## src/rtl/judge_vote_n.sv

```systemverilog
// N-judge voting console: opens a bounded vote window on start, latches first presses,
// then publishes a held verdict and count. Define JUDGE_CHIEF_VETO_EN to give judge 0 a veto.
module judge_vote_n #(
    parameter int N_JUDGES   = 5,
    parameter int THRESH     = 3,
    parameter int WINDOW_CYC = 16,
    parameter int HOLD_CYC   = 8,
    localparam int CW        = $clog2(N_JUDGES + 1)
) (
    input  logic                clk,
    input  logic                rst,
    input  logic                start,
    input  logic [N_JUDGES-1:0] vote,
    output logic [N_JUDGES-1:0] voted,
    output logic                busy,
    output logic                result_valid,
    output logic                pass,
    output logic [CW-1:0]       count
);

    // One down-counter serves both the vote window and the result hold.
    localparam int TMAX = (WINDOW_CYC > HOLD_CYC) ? WINDOW_CYC : HOLD_CYC;
    localparam int TW   = (TMAX > 1) ? $clog2(TMAX) : 1;

    localparam logic [TW-1:0] WIN_LOAD  = TW'(WINDOW_CYC - 1);
    localparam logic [TW-1:0] HOLD_LOAD = TW'(HOLD_CYC - 1);
    localparam logic [CW-1:0] THRESH_C  = CW'(THRESH);

    typedef enum logic [1:0] {
        ST_IDLE   = 2'd0,
        ST_VOTE   = 2'd1,
        ST_EVAL   = 2'd2,
        ST_RESULT = 2'd3
    } state_t;

    state_t                state_r, state_nx_s;
    logic [TW-1:0]         timer_r, timer_nx_s;
    logic [N_JUDGES-1:0]   voted_r, voted_nx_s;
    logic [CW-1:0]         count_r, count_nx_s;
    logic                  pass_r, pass_nx_s;
    logic                  busy_r, result_valid_r;
    logic [CW-1:0]         pop_s;

    function automatic logic [CW-1:0] popcount(input logic [N_JUDGES-1:0] v);
        logic [CW-1:0] acc;
        acc = '0;
        for (int i = 0; i < N_JUDGES; i++) begin
            acc = acc + CW'(v[i]);
        end
        return acc;
    endfunction

    // Next-state, window/hold counter and verdict computation.
    always_comb begin
        state_nx_s = state_r;
        timer_nx_s = timer_r;
        voted_nx_s = voted_r;
        count_nx_s = count_r;
        pass_nx_s  = pass_r;
        pop_s      = popcount(voted_r);
        case (state_r)
            ST_IDLE: begin
                if (start) begin
                    state_nx_s = ST_VOTE;
                    timer_nx_s = WIN_LOAD;
                    voted_nx_s = '0;
                    count_nx_s = '0;
                    pass_nx_s  = 1'b0;
                end else begin
                    state_nx_s = ST_IDLE;
                end
            end
            ST_VOTE: begin
                voted_nx_s = voted_r | vote;
                // Close early once every judge has voted; no later press can change the outcome.
                if ((timer_r == '0) || (&voted_nx_s)) begin
                    state_nx_s = ST_EVAL;
                end else begin
                    timer_nx_s = timer_r - TW'(1);
                end
            end
            ST_EVAL: begin
                count_nx_s = pop_s;
`ifdef JUDGE_CHIEF_VETO_EN
                pass_nx_s  = (pop_s >= THRESH_C) && voted_r[0];
`else
                pass_nx_s  = (pop_s >= THRESH_C);
`endif
                timer_nx_s = HOLD_LOAD;
                state_nx_s = ST_RESULT;
            end
            ST_RESULT: begin
                if (timer_r == '0) begin
                    state_nx_s = ST_IDLE;
                end else begin
                    timer_nx_s = timer_r - TW'(1);
                end
            end
            default: begin
                state_nx_s = ST_IDLE;
            end
        endcase
    end

    // State and output registers; status flags are registered from the next state.
    always_ff @(posedge clk) begin
        if (rst) begin
            state_r        <= ST_IDLE;
            timer_r        <= '0;
            voted_r        <= '0;
            count_r        <= '0;
            pass_r         <= 1'b0;
            busy_r         <= 1'b0;
            result_valid_r <= 1'b0;
        end else begin
            state_r        <= state_nx_s;
            timer_r        <= timer_nx_s;
            voted_r        <= voted_nx_s;
            count_r        <= count_nx_s;
            pass_r         <= pass_nx_s;
            busy_r         <= (state_nx_s != ST_IDLE);
            result_valid_r <= (state_nx_s == ST_RESULT);
        end
    end

    assign voted        = voted_r;
    assign busy         = busy_r;
    assign result_valid = result_valid_r;
    assign pass         = pass_r;
    assign count        = count_r;

endmodule
```

## config.mk

```make
export PLATFORM = sky130hd
export DESIGN_NAME = judge_vote_n
export DESIGN_NICKNAME = d
export VERILOG_FILES = /design/src/rtl/judge_vote_n.sv
export SDC_FILE = /design/constraint.sdc
export NUM_CORES = 1
export LEC_CHECK = 0
export ABC_AREA = 1
export CORE_ASPECT_RATIO = 1.25
export CORE_UTILIZATION = 46
export CTS_BUF_LIST = sky130_fd_sc_hd__clkbuf_4 sky130_fd_sc_hd__clkbuf_8
export DETAILED_ROUTE_END_ITERATION = 7
export PLACE_DENSITY = 0.85
export SYNTH_ARGS = -nofsm -noshare
export SYNTH_HDL_FRONTEND = slang
export SYNTH_SLANG_ARGS = --single-unit
```

## constraint.sdc

```tcl
create_clock -name clk -period 2.05 [get_ports clk]
set_clock_uncertainty 0.2 [all_clocks]
set_input_delay 0.205 -clock clk [delete_from_list [all_inputs] [get_ports clk]]
set_output_delay 0.205 -clock clk [all_outputs]
set_load 0.05 [all_outputs]
```

After elaboration in Yosys (flattened, before gate mapping):

Index checks and enable logic that the tools add are counted.

* bits in registers: 17
* input port bits: 8
* output and inout bits: 11
* logic and storage cells: 45

* add/sub/neg operators: 5
* magnitude comparators: 1
* equality and inequality tests: 7
* mux-type cells: 14
* bitwise gates (word level): 1
* reductions and logical operators: 10

Operator list (number)
* 4-bit case mux with 4 select lines: 1
* 4-bit 2-to-1 mux: 3
* 5-bit case mux with 2 select lines: 1
* 2-bit case mux with 4 select lines: 1
* 3-bit by 1-bit adder with 3-bit output: 2
* 2-bit equality test, second input constant: 3
* 2-bit inequality test, second input constant: 3
* 3-bit case mux with 2 select lines: 1
* 2-bit nonzero test: 3
* 5-bit 2-to-1 mux: 1
* 5-bit OR: 1
* 5-bit AND reduction: 1
* 4-bit logical NOT: 1
* 2-bit 2-to-1 mux: 2
* 2-bit AND reduction: 2
* 4-bit by 1-bit subtractor with 4-bit output, second input constant: 1
* 2-bit by 1-bit adder with 3-bit output: 1
* 3-bit by 2-bit greater-or-equal comparator with 1-bit output, second input constant: 1
* 3-bit 2-to-1 mux: 1
* 3-bit AND reduction: 1
* 1-bit by 1-bit adder with 2-bit output: 1
* 2-bit by 1-bit equality test with 1-bit output, second input constant: 1
* 2-bit logical NOT: 1
* 1-bit 2-to-1 mux: 2
* 2 further kinds: 2

Depth between registers and ports, before layout:

Gate-level depths: netlist of run 1.

* depth after elaboration: 6
* mapped depth: 10
* depth with buffers taken out: 10

Least setup slack after synthesis of run 1:

No wires, ideal clock.

* kind: reg-to-reg
* start: register voted_r[0], in the netlist voted[0]
* end: register pass_r, in the netlist pass
* setup time: 0.134 ns
* data arrival time: 2.267 ns
* slack: -0.551 ns
* stages on the path, launching flop included: 9
* buffers on the path: 0
* cell sequence: dfxtp_1 > inv_1 > fa_1 > fa_1 > inv_1 > ha_1 > nor3b_1 > o21ai_0 > a21oi_1

* longest elaborated chain between the ends: 6

RTL lines
* start: declaration: line 38 `logic [N_JUDGES-1:0] voted_r, voted_nx_s;`
* start signal: assignment: line 118 `voted_r <= voted_nx_s;`
* 1-bit by 1-bit adder with 2-bit output: line 48 `acc = acc + CW'(v[i]);`
* 2-bit by 1-bit adder with 3-bit output: line 48
* 3-bit by 1-bit adder with 3-bit output (2 in series): line 48
* 3-bit by 2-bit greater-or-equal comparator with 1-bit output: line 87 `pass_nx_s = (pop_s >= THRESH_C);`
* 1-bit case mux with 2 select lines: line 61 `case (state_r)`
* end signal: assignment: line 120 `pass_r <= pass_nx_s;`
* end: declaration: line 40 `logic pass_r, pass_nx_s;`

Every way passes these cells.
A chain may end at the register's enable or synchronous reset.

Worst setup path in the final report of run 1:

* start: register voted_r[1], in the netlist voted[1]
* end: register pass_r, in the netlist pass

The elaborated chain is that of the path after synthesis.

==> flow_summary.json, run 1 <==
{
  "hp-class": "reg2reg",
  "grt_max_degree": 10,
  "drt-met1-wl_um": 784,
  "clk_pin_slew_ps": 100,
  "area_delta_synth_final_pct": 31.8,
  "cp_common_cell": "inv_2",
  "wl_met2_um": 1050,
  "drive_above_1_share_pct": 22.1,
  "violations": "negative setup slack",
  "total_power_mw": 1.02,
  "start_kind": "flip-flop",
  "ys_seq_elements": 17,
  "dp.cells": 160,
  "holdWs_ps": 266,
  "rsz0062_at_grt": "yes",
  "highest_layer": "met4",
  "final_antenna_net_count": 0,
  "period_needed_ps": 2230,
  "antenna_found_initial": 0,
  "slew_headroom_pct": 66.4,
  "start_util_pct": 49.5,
  "final_common_cell": "nand2_1",
  "setup_ws_ps": -185,
  "grt_pass1_wl_um": 3190,
  "viasPerCell": 5.10,
  "routedWlPerCell_um": 11.7,
  "die_area_um2": 2100,
  "status": "complete, but fails checks",
  "layout_common_cells": "nand2_1, clkdlybuf4s50_1, dfxtp_1",
  "leakage_nw": 0.515,
  "syn_nets": 132,
  "synth_top_area_cell": "dfxtp_1",
  "post-cts-setup-buffers": 0,
  "synth_area_leaders": "dfxtp_1, nand2_1, a21oi_1",
  "hold_viol_final": 0,
  "cts_buffers": 3,
  "finish.utilization_pct": 65.3,
  "io_buffers": 18,
  "hpwl_um": 1560,
  "cp_cell_sequence": "inv_2 -> fa_1 -> fa_2 -> inv_2 -> ha_1 -> nor3b_1 -> o21ai_1 -> a21oi_1",
  "cts_root_buffer": "clkbuf_4",
  "nets": 159,
  "row_count": 17,
  "clockBufferDepth": 2,
  "postSynthAreaPerCell_um2": 7.43,
  "ys_types": 21,
  "slew_viol_final": 0,
  "overflow": 0,
  "maxClockFrequency_ghz": 0.447,
  "coreArea_um2": 1790,
  "drc_errors": 0,
  "cts.sinks": 17,
  "tns_ps": -185,
  "wl_met3_um": 17,
  "tightestPinTransition_ps": 502,
  "grt_pass1_vias": 833,
  "hold_buffers": 0,
  "firstDrtPassIters": 4,
  "critPathArrivalTime_ps": 2220,
  "cts_tree": "yes",
  "vias": 836,
  "critical_path_class": "reg2reg",
  "grt_util_all_layers_pct": 22.6,
  "drt_wl_total_um": 1910,
  "netlist_instances": 119,
  "synth_top_area_share_pct": 38.5,
  "period_share_pct": 109,
  "netlist_area_um2": 885,
  "gp_congestion": 0.756,
  "powerDensity_nw_per_um2": 874,
  "finalNonFillerCells": 164,
  "ys.warnings.count": 0,
  "drtIter0Drc": 6,
  "htree_num_levels": 1,
  "num_antenna_cells": 0,
  "ir_drop_mv": 0.463,
  "ioPinCount": 19,
  "cp-end-kind": "flip-flop",
  "seq_area_frac_synth_pct": 38.5,
  "dieHeight_um": 51.0,
  "max_cap_viol_count": 0,
  "die_width_um": 41.2,
  "cp.required_ps": 2040,
  "cts_resized": 0,
  "cp_max_fo": 2,
  "slowest_delay_ps": 480,
  "finalSetupViolations": 1,
  "cp_slowest_cell": "fa_1",
  "clock_latency_ps": 300
}
==> final timing paths <==
path	from	endpoint	slack [ps]	cells past startpoint
max	voted[1]$_SDFFE_PP0P_	pass$_SDFFE_PP0P_	-180	8
min	timer_r[1]$_SDFFE_PP0P_	timer_r[1]$_SDFFE_PP0P_	270	2
min reg2reg	timer_r[1]$_SDFFE_PP0P_	timer_r[1]$_SDFFE_PP0P_	270	2
max reg2reg	voted[1]$_SDFFE_PP0P_	pass$_SDFFE_PP0P_	-180	8
==> layout make-up <==
class | instances | area (um2)
clock buffers | 4 | 30.0
fillers | 166 | 621
inverters | 19 | 71.3
multi-input cells | 82 | 472
flip-flops and latches | 17 | 352
well taps | 19 | 23.8
repair buffers | 23 | 218
==> Yosys cell counts <==
library cell / n
a21oi_1: 12
a21oi_2: 1
a21oi_4: 1
clkbuf_1: 1
dfxtp_1: 17
fa_1: 2
ha_1: 3
inv_1: 13
inv_2: 6
nand2_1: 26
nand2_2: 2
nand2_4: 2
nand3_1: 7
nand4_1: 1
nor2_1: 10
nor2_2: 2
nor2_4: 2
nor3b_1: 1
o21ai_0: 6
o21ai_1: 2
or2_1: 2
==> state kept, by name (all words and copies together) (netlist names) <==
register      count
state_r           2
busy              1
count             3
pass              1
timer_r           4
result_valid      1
voted             5
==> cell families after synthesis <==
logic type               share of synthesized area (%)
flip-flops                                        38.5
buffers and inverters                             8.49
AND/OR/NAND/NOR                                   30.1
adder cells (fa/ha/maj)                           8.77
AO/OA/AOI/OAI                                     14.1
==> power by group <==
group	leakage, nW	internal [mW]	switching (mW)
logic	0.355	0.156	0.257
registers	0.142	0.374	0.0357
clock network	0.0184	0.0891	0.107
==> worst max-delay path: cells and delay by family (launching register included) <==
| kind | cells | cell delay [ps] |
|---|---|---|
| AND/OR/NAND/NOR | 1 | 150 |
| buffers and inverters | 2 | 90 |
| flip-flops | 1 | 360 |
| AO/OA/AOI/OAI | 2 | 260 |
| adder cells (fa/ha/maj) | 3 | 1060 |
==> through the flow <==
stage               worst slack [ps]  instance area [um2]
finish                          -185                 1170
global route                    -244                 1170
CTS                             -176                 1170
detailed placement              -160                 1140
global placement               -40.6                 1140
floorplan                       -176                  898
==> metal layers <==
metal,global-route usage (%),vias up
met5,0,-
met2,39.1,7
met4,16.7,0
met1,23.3,397
met3,1.30,4
li1,-,428
(Power assumes the default switching activity.)
==> run 2, diff against run 1 <==
- CTS_CLUSTER_SIZE: unset -> 25
==> results of run 2 <==
The final DEF is identical to that of run 1; final timing and power are the same.
==> run 3, diff against run 2 <==
- CAP_MARGIN: unset -> 20
==> results of run 3 <==
The final DEF is identical to that of run 1; final timing and power are the same.
